$ cat src/rtl/mem_seq.sv
// mem_seq: memory access sequencer sitting behind the MMU.
// Turns a core load/store/fetch into one (byte) or two (word, little-endian)
// beats on an 8-bit external bus, or reports an MMU / misalignment fault.
// A bus timeout ends the access with a bus-error status. Completion is a
// one-cycle done pulse with fault status and read data.
module mem_seq #(
  parameter int RV      = 16,
  parameter int PA      = RV,
  parameter int TIMEOUT = 255
) (
  input  logic          clk,
  input  logic          reset,
  input  logic          req,
  input  logic          is_pc,
  input  logic          is_write,
  input  logic          is_byte,
  input  logic          a0,
  input  logic [PA-2:0] addrp,
  input  logic [RV-1:0] wdata,
  input  logic          mmu_enable,
  input  logic          mmu_miss_fault,
  input  logic          mmu_prot_fault,
  output logic          mmu_fault,
  output logic          busy,
  output logic          done,
  output logic [1:0]    fault,
  output logic [RV-1:0] rdata,
  output logic          mem_req,
  output logic          mem_wr,
  output logic [PA-1:0] mem_addr,
  output logic [7:0]    mem_wdata,
  input  logic [7:0]    mem_rdata,
  input  logic          mem_ack
);

  localparam int CW = $clog2(TIMEOUT + 1);

  typedef enum logic [1:0] {IDLE, BEAT0, BEAT1, DONE} state_t;

  state_t          state_r;
  logic [PA-1:0]   addr_r;
  logic [RV-1:0]   wdata_r;
  logic            byte_r;
  logic            wr_r;
  logic [7:0]      rbuf_r;
  logic [CW-1:0]   cnt_r;
  logic            beat_tmo_s;

  // MMU fault is only meaningful while a new request is being accepted
  assign mmu_fault = (state_r == IDLE) & req & mmu_enable &
                     (mmu_miss_fault | (is_write & ~is_pc & mmu_prot_fault));

  assign busy = (state_r != IDLE);

  // the beat in flight has waited its last allowed cycle without an ack
  assign beat_tmo_s = (cnt_r == CW'(TIMEOUT - 1));

  // sequencer: request acceptance, beat issue, ack/timeout handling, done pulse
  always_ff @(posedge clk) begin
    if (reset) begin
      state_r   <= IDLE;
      addr_r    <= '0;
      wdata_r   <= '0;
      byte_r    <= 1'b0;
      wr_r      <= 1'b0;
      rbuf_r    <= 8'h00;
      cnt_r     <= '0;
      done      <= 1'b0;
      fault     <= 2'd0;
      rdata     <= '0;
      mem_req   <= 1'b0;
      mem_wr    <= 1'b0;
      mem_addr  <= '0;
      mem_wdata <= 8'h00;
    end else begin
      done <= 1'b0;
      case (state_r)
        IDLE: begin
          if (req && mmu_fault) begin
            fault   <= 2'd1;
            done    <= 1'b1;
            state_r <= DONE;
          end else if (req && !is_byte && a0) begin
            fault   <= 2'd2;
            done    <= 1'b1;
            state_r <= DONE;
          end else if (req) begin
            addr_r    <= {addrp, a0};
            wdata_r   <= wdata;
            byte_r    <= is_byte;
            wr_r      <= is_write & ~is_pc;
            mem_req   <= 1'b1;
            mem_wr    <= is_write & ~is_pc;
            mem_addr  <= is_byte ? {addrp, a0} : {addrp, 1'b0};
            // byte lane follows a0; word accesses always start with the low byte
            mem_wdata <= (is_byte && a0) ? wdata[15:8] : wdata[7:0];
            cnt_r     <= '0;
            state_r   <= BEAT0;
          end else begin
            state_r <= IDLE;
          end
        end
        BEAT0: begin
          if (mem_ack) begin
            mem_req <= 1'b0;
            cnt_r   <= '0;
            if (byte_r) begin
              if (!wr_r) begin
                rdata <= {8'h00, mem_rdata};
              end
              fault   <= 2'd0;
              done    <= 1'b1;
              state_r <= DONE;
            end else begin
              rbuf_r    <= mem_rdata;
              mem_addr  <= {addr_r[PA-1:1], 1'b1};
              mem_wdata <= wdata_r[15:8];
              state_r   <= BEAT1;
            end
          end else if (beat_tmo_s) begin
            mem_req <= 1'b0;
            fault   <= 2'd3;
            done    <= 1'b1;
            state_r <= DONE;
          end else begin
            cnt_r <= cnt_r + CW'(1);
          end
        end
        BEAT1: begin
          // first BEAT1 cycle is the mandatory request gap between beats
          if (!mem_req) begin
            mem_req <= 1'b1;
            cnt_r   <= '0;
          end else if (mem_ack) begin
            mem_req <= 1'b0;
            cnt_r   <= '0;
            if (!wr_r) begin
              rdata <= {mem_rdata, rbuf_r};
            end
            fault   <= 2'd0;
            done    <= 1'b1;
            state_r <= DONE;
          end else if (beat_tmo_s) begin
            mem_req <= 1'b0;
            fault   <= 2'd3;
            done    <= 1'b1;
            state_r <= DONE;
          end else begin
            cnt_r <= cnt_r + CW'(1);
          end
        end
        DONE: begin
          state_r <= IDLE;
        end
        default: begin
          mem_req <= 1'b0;
          state_r <= IDLE;
        end
      endcase
    end
  end

endmodule

$ cat config.mk
export PLATFORM = sky130hd
export DESIGN_NAME = mem_seq
export DESIGN_NICKNAME = d
export VERILOG_FILES = /design/src/rtl/mem_seq.sv
export SDC_FILE = /design/constraint.sdc
export NUM_CORES = 1
export LEC_CHECK = 0
export CAP_MARGIN = 25
export CORE_MARGIN = 2
export CORE_UTILIZATION = 27
export DETAILED_ROUTE_END_ITERATION = 16
export GPL_ROUTABILITY_DRIVEN = 0
export RECOVER_POWER = 100
export SYNTH_ARGS = -nofsm -noshare
export SYNTH_HDL_FRONTEND = slang
export SYNTH_SLANG_ARGS = --single-unit
$ cat constraint.sdc
create_clock -name clk -period 2.45 [get_ports clk]
set_input_delay 0.49 -clock clk [delete_from_list [all_inputs] [get_ports clk]]
set_output_delay 0.49 -clock clk [all_outputs]
set_load 0.05 [all_outputs]
==> results of run 1 <==
logic make-up (layout without fill, tap and decap cells):
| group | Yosys count | count (layout) |
|---|---|---|
| AOI/OAI and AO/OA | 155 | 155 |
| adders and majority gates | 7 | 7 |
| buffers and inverters | 45 | 145 |
| DFF | 87 | 87 |
| muxes | 24 | 24 |
| and+or+nand+nor | 170 | 170 |
final timing paths:
check / endpoint / slack (ns) / depth (start not counted)
worst max-delay path: mmu_fault / 0.13 / 4
worst min-delay path: rdata[8] / 0.45 / 2
worst max register to register: rdata[12] / 0.34 / 7
worst min register to register: rdata[8] / 0.45 / 2
registers in the layout, indices dropped and copies added (netlist names):
| name | cells |
|---|---|
| mem_req | 1 |
| cnt_r | 8 |
| mem_wdata | 8 |
| rdata | 16 |
| addr_r | 15 |
| state_r | 2 |
| wr_r | 1 |
| mem_addr | 16 |
| byte_r | 1 |
| done | 1 |
| wdata_r | 8 |
| fault | 2 |
| rbuf_r | 8 |
report_power, final:
group          switching, mW  leakage (nW)  internal, mW
combinational           1.44          1.25         0.774
sequential             0.140         0.710          1.64
clock                  0.563         0.127         0.703
total                   2.14          2.08          3.11
final cells by class:
type,instances,area share (%)
clock buffers,11,4.30
clock inverters,3,0.377
inverters,9,0.599
multi-input cells,356,38.9
flip-flops and latches,87,30.9
well taps,188,4.17
repair buffers,122,20.8
layout by cell type (no fill, tap or decap), types with 3 or more instances in the layout:
cell type / Yosys / routed
nand4_1: 7 / 7
a211oi_1: 37 / 37
ha_1: 7 / 6
clkbuf_1: 21 / 3
buf_4: 0 / 21
inv_1: 8 / 8
a31oi_1: 3 / 3
nand2_1: 77 / 77
clkbuf_16: 0 / 9
o21ai_0: 6 / 6
mux2i_1: 24 / 24
nand3_1: 19 / 19
dfxtp_1: 87 / 87
nand3b_1: 3 / 3
a41oi_1: 3 / 3
nand2b_1: 6 / 6
a21oi_1: 66 / 66
o21ai_1: 9 / 9
o41ai_1: 2 / 9
buf_12: 0 / 3
nor2b_1: 14 / 14
clkdlybuf4s50_1: 0 / 48
dlygate4sd3_1: 0 / 45
nor2_1: 21 / 21
and3_1: 10 / 10
routing by layer:
layer / track usage, % / vias to the layer above
li1: - / 1967
met1: 18.8 / 1865
met2: 24.6 / 95
met3: 3.28 / 16
met4: 6.85 / 0
met5: 0 / -
what timing repair did:
item                       in CTS  in global routing
setup endpoints to repair       1                  0
gates resized for setup         1                  0
hold buffers                    0                  0
per-stage QoR:
step / cell area [um^2] / utilization, % / setup slack [ns] / setup TNS [ns]
3_3_place_gp: 5440 / 35.9 / -0.0269 / -0.0269
4_1_cts: 5700 / 37.7 / 0.114 / 0
2_1_floorplan: 4170 / - / 0.339 / 0
6_report: 5640 / 37.2 / 0.131 / 0
5_1_grt: 5640 / 37.2 / 0.0113 / 0
3_5_place_dp: 5440 / 35.9 / -0.0990 / -1.08
worst max-delay path: cells and delay by family:
| family | cells | cell delay [ns] |
|---|---|---|
| buffers and inverters | 2 | 0.80 |
| and+or+nand+nor | 1 | 0.23 |
| AOI/OAI and AO/OA | 1 | 0.31 |
==> flow_summary_export.csv, run 1 <==
group,metric,value,unit
placed_design,dpl.hpwl,8.75,mm
timing,layout_min_cycle_time,2.32,ns
synthesis,synthCells,488,
outcome,status,"completed",
synthesis,synthMuxAreaShare,5.76,%
synthesis,netlist_area,0.00417,mm^2
clocking,clkTransAtPathRegs,0.06,ns
worst_setup_path,cp_slowest_cell,"clkdlybuf4s50_1",
clocking,htree_num_levels,3,
global_routing,first_global_vias,3817,
global_routing,antenna_found_initial,0,
timing,hold_slack,0.452,ns
clocking,clk_latency,0.35,ns
synthesis,yosysMostFrequentCell,"dfxtp_1",
clocking,post_cts.repair.setup_buffers,0,
clocking,cts_buffer_depth,2,
route,avgViaCountPerCell,5.08,
worst_setup_path,slowest_delay,0.62,ns
worst_setup_path,cp-startpoint,"req",
route,drt-initial-drc-count,357,
floorplanning,dieArea,0.0165,mm^2
route,wl_met2,5.79,mm
floorplanning,placementRows,45,
power_and_ir_drop,power,5.26,mW
placed_design,io_buffers,96,
floorplanning,boundaryPins,97,
worst_setup_path,r2r-start,"state_r[0]",
route,drt-met1-wl,5.58,mm
global_routing,grtUsageTotal,15.0,%
route,highest_layer,"met4",
floorplanning,die_w,128,um
floorplanning,core_area,0.0151,mm^2
route,drc_errors,0,
worst_setup_path,criticalPathCategory,"input port to output port",
synthesis,postSynthAreaPerCell,8.55,um^2
synthesis,synth_xor_xnor_area_share,0,%
worst_setup_path,end_kind,"output port",
timing,skew,0.00462,ns
timing,max_slew_margin,45.8,%
floorplanning,start_util,27.6,%
worst_setup_path,worstSetupStartpointType,"input port",
power_and_ir_drop,powerDensity,932,mW/mm^2
power_and_ir_drop,leakagePower,2.08,nW
finish,finalNonFillerCells,776,
floorplanning,die_h,128,um
clocking,cts_sinks,87,
route,first_pass_iters,5,
timing,fin_crit_sh,94.7,%
timing,hold_viol,0,
synthesis,synth_compound_area_share,25.7,%
global_routing,grt_overflow,0,
power_and_ir_drop,ir_worst_vdd,0.446,mV
timing,worst_slew_pin_slew,0.814,ns
finish,ff_latch_area,0.00174,mm^2
finish,antenna_cells,0,
route,vias,3943,
finish,nNetsFinal,642,
worst_setup_path,crit_chain,"clkdlybuf4s50_1 -> nand2_1 -> a21oi_1 -> buf_12",
timing,rsz0062_at_grt,"false",
hold_path,hold_start,"rdata[8]",
synthesis,synth_top_cell_area_share,41.7,%
global_routing,grt_pass1_wl,19.4,mm
clocking,cts_tree,"built",
synthesis,ys_ff_latch,87,
clocking,cts-root-buf,"clkbuf_16",
synthesis,yosys.area_share.adder,2.10,%
worst_setup_path,crit_fanout,7,
synthesis,ys_seq_area_share,41.7,%
synthesis,ys.flop_type,"dfxtp_1",
timing,finalSetupViolCount,0,
worst_setup_path,crit_required,1.96,ns
hold_path,hold_path.class,"flip-flop to flip-flop",
placed_design,placed_cells,761,
synthesis,ys_async_sr_fraction,0,%
route,totalWireLength,12.2,mm
finish,fillers,1505,
worst_setup_path,cp.arrival,1.83,ns
finish,synthToLayoutAreaGrowth,35.2,%
synthesis,synth_top_family_by_area,"compound AO/OA/AOI/OAI gates",
synthesis,synthTopCellsByCount,"dfxtp_1, nand2_1, a21oi_1, a211oi_1, mux2i_1",
timing,slew_viol_final,0,
synthesis,synth_edf_count,0,
synthesis,synth_top_cells_by_area,"dfxtp_1, a21oi_1, nand2_1",
synthesis,syn_nets,545,
synthesis,yosys_warnings,0,
timing,fmax,431,MHz
finish,multi_input_area,0.00219,mm^2
synthesis,ys_types,52,
job,drv_cap,0,
clocking,numCtsBuffers,9,
route,route.met3.wl,570,um
synthesis,synth_top_cell_by_area,"dfxtp_1",
synthesis,synth-simple-area-share,20.1,%
route,wl_per_cell,15.7,um
finish,drive_gt1_share,8.33,%
global_routing,grt_start_max_net_pins,78,
route,drt.antenna.violating_nets,0,
No activity file was read; power rests on OpenSTA's default activity.
==> run 2, diff against run 1 <==
--- a/config.mk
+++ b/config.mk
@@ -8,7 +8,9 @@
 export CAP_MARGIN = 25
 export CORE_MARGIN = 2
 export CORE_UTILIZATION = 27
+export CTS_BUF_LIST = sky130_fd_sc_hd__clkbuf_16
 export DETAILED_ROUTE_END_ITERATION = 16
+export DONT_BUFFER_PORTS = 1
 export GPL_ROUTABILITY_DRIVEN = 0
 export RECOVER_POWER = 100
 export SYNTH_ARGS = -nofsm -noshare
==> run 2 against run 1 <==
Effect of this change: non-clock buffer count is 106 lower; worst hold slack lost 0.22 ns; register-to-register slack lost 0.08 ns; final cell count fell by 13%; critical path depth rose by 1; via count down 8.8%; sequential share of layout area increased by 6.8 points; first-iteration DRC count down 45%; core utilization shrank 6.7 points; clock skew up 0.0018 ns; global-route usage down 0.59 points; critical endpoint unchanged; largest power group is now registers; highest routed layer unchanged.
==> flow_summary_export.csv, run 2 (synthesized netlist as in run 1, its figures left out) <==
group,metric,value,unit
power_and_ir_drop,ir_worst_vdd,0.389,mV
finish,drive_gt1_share,7.85,%
finish,layout_common_cells,"dfxtp_1, nand2_1, a21oi_1",
timing,slew_viol_final,0,
worst_setup_path,cp_slowest_cell,"dfxtp_1",
hold_path,hold_path.class,"input port to flip-flop",
outcome,status,"completed",
timing,hold_viol,0,
timing,layout_min_cycle_time,2.20,ns
finish,fillers,1572,
worst_setup_path,worstSetupStartpointType,"flip-flop",
global_routing,grt_start_max_net_pins,100,
route,first_pass_iters,5,
finish,final_common_cell,"dfxtp_1",
route,drt-initial-drc-count,196,
worst_setup_path,criticalPathCategory,"flip-flop to output port",
route,avgViaCountPerCell,5.35,
timing,fmax,455,MHz
timing,max_slew_margin,55.8,%
power_and_ir_drop,leakagePower,1.56,nW
global_routing,antenna_found_initial,0,
finish,largest_registers,"mem_addr x16, rdata x16, addr_r x15",
power_and_ir_drop,powerDensity,1070,mW/mm^2
finish,antenna_cells,0,
worst_setup_path,crit_fanout,7,
floorplanning,placementRows,45,
power_and_ir_drop,power,4.96,mW
clocking,clk_latency,0.35,ns
floorplanning,dieArea,0.0165,mm^2
global_routing,grtUsageTotal,14.4,%
clocking,cts_buffer_depth,2,
clocking,numCtsBuffers,9,
timing,setup_tns,0,ns
route,vias,3596,
timing,fin_crit_sh,89.8,%
floorplanning,boundaryPins,97,
floorplanning,core_area,0.0151,mm^2
timing,rsz0062_at_grt,"false",
placed_design,dpl.hpwl,8.35,mm
route,drc_errors,0,
floorplanning,die_w,128,um
route,wl_per_cell,17.4,um
route,drt.antenna.violating_nets,0,
placed_design,io_buffers,0,
worst_setup_path,crit_required,1.96,ns
finish,synthToLayoutAreaGrowth,10.7,%
route,totalWireLength,11.7,mm
global_routing,first_global_vias,3411,
timing,skew,0.00647,ns
clocking,htree_num_levels,3,
worst_setup_path,cp.arrival,1.71,ns
worst_setup_path,r2r_cells,7,
worst_setup_path,slowest_delay,0.34,ns
clocking,cts-root-buf,"clkbuf_16",
hold_path,hold_path_depth,1,
finish,nNetsFinal,536,
job,drv_cap,0,
clocking,hold_buffers,0,
global_routing,grt_pass1_wl,18.4,mm
worst_setup_path,end_kind,"output port",
worst_setup_path,crit_chain,"inv_1 -> ha_2 -> nand2_1 -> a21oi_1 -> buf_4",
floorplanning,start_util,27.6,%
clocking,cts_tree,"built",
clocking,cts_sinks,87,
timing,finalSetupViolCount,0,
global_routing,grt_overflow,0,
timing,worst_slew_pin_slew,0.661,ns
clocking,clkTransAtPathRegs,0.06,ns
floorplanning,die_h,128,um
## run 2: layer usage
layer / track usage, % / wire, um
met1: 16.9 / 4760
met5: 0 / 0
met2: 23.2 / 5560
met4: 6.59 / 369
met3: 5.49 / 1010
## run 2: per-stage QoR
step	instance area, um^2	worst slack (ns)	hold slack [ns]	std cells	utilization [%]
after floorplan	4170	0.339	0.436	488	-
after global placement	4380	0.425	0.435	656	28.9
after detailed placement	4380	0.367	0.441	656	28.9
after CTS	4690	0.0986	0.210	672	30.9
after global routing	4620	0.0762	0.205	672	30.5
final	4620	0.250	0.234	672	30.5
## run 2: area by class of cell
class                   count  area, um^2  area share, %
repair buffers             16         101           2.19
multi-input cells         356        2200           47.7
flip-flops and latches     87        1740           37.7
well taps                 188         235           5.09
clock buffers               9         225           4.87
clock inverters             7        80.1           1.73
inverters                   9        33.8          0.731
## run 2: worst paths after layout
check	startpoint	end	slack (ns)
worst max register to register	state_r[1]	wdata_r[13]	0.26
worst max-delay path	state_r[1]	mmu_fault	0.25
worst min register to register	rbuf_r[1]	rbuf_r[1]	0.45
worst min-delay path	reset	wdata_r[8]	0.23
## run 2: repair_timing
| item | CTS | global route |
|---|---|---|
| endpoints found under the setup margin | 0 | 1 |
| setup buffers | 0 | 0 |
| gates resized for setup | 0 | 1 |
## run 2: critical path, delay by kind of cell, from the launching register on
kind | cells | cell delay, ns
AO/OA/AOI/OAI | 1 | 0.21
adder cells (fa/ha/maj) | 1 | 0.28
buffers and inverters | 2 | 0.35
flip-flops | 1 | 0.34
AND/OR/NAND/NOR | 1 | 0.18
## run 2: where the power goes
| group | switching [mW] | leakage [nW] | internal, mW |
|---|---|---|---|
| Sequential | 0.729 | 0.710 | 1.63 |
| Combinational | 0.748 | 0.703 | 0.449 |
| Clock | 0.600 | 0.150 | 0.802 |
| Total | 2.08 | 1.56 | 2.89 |
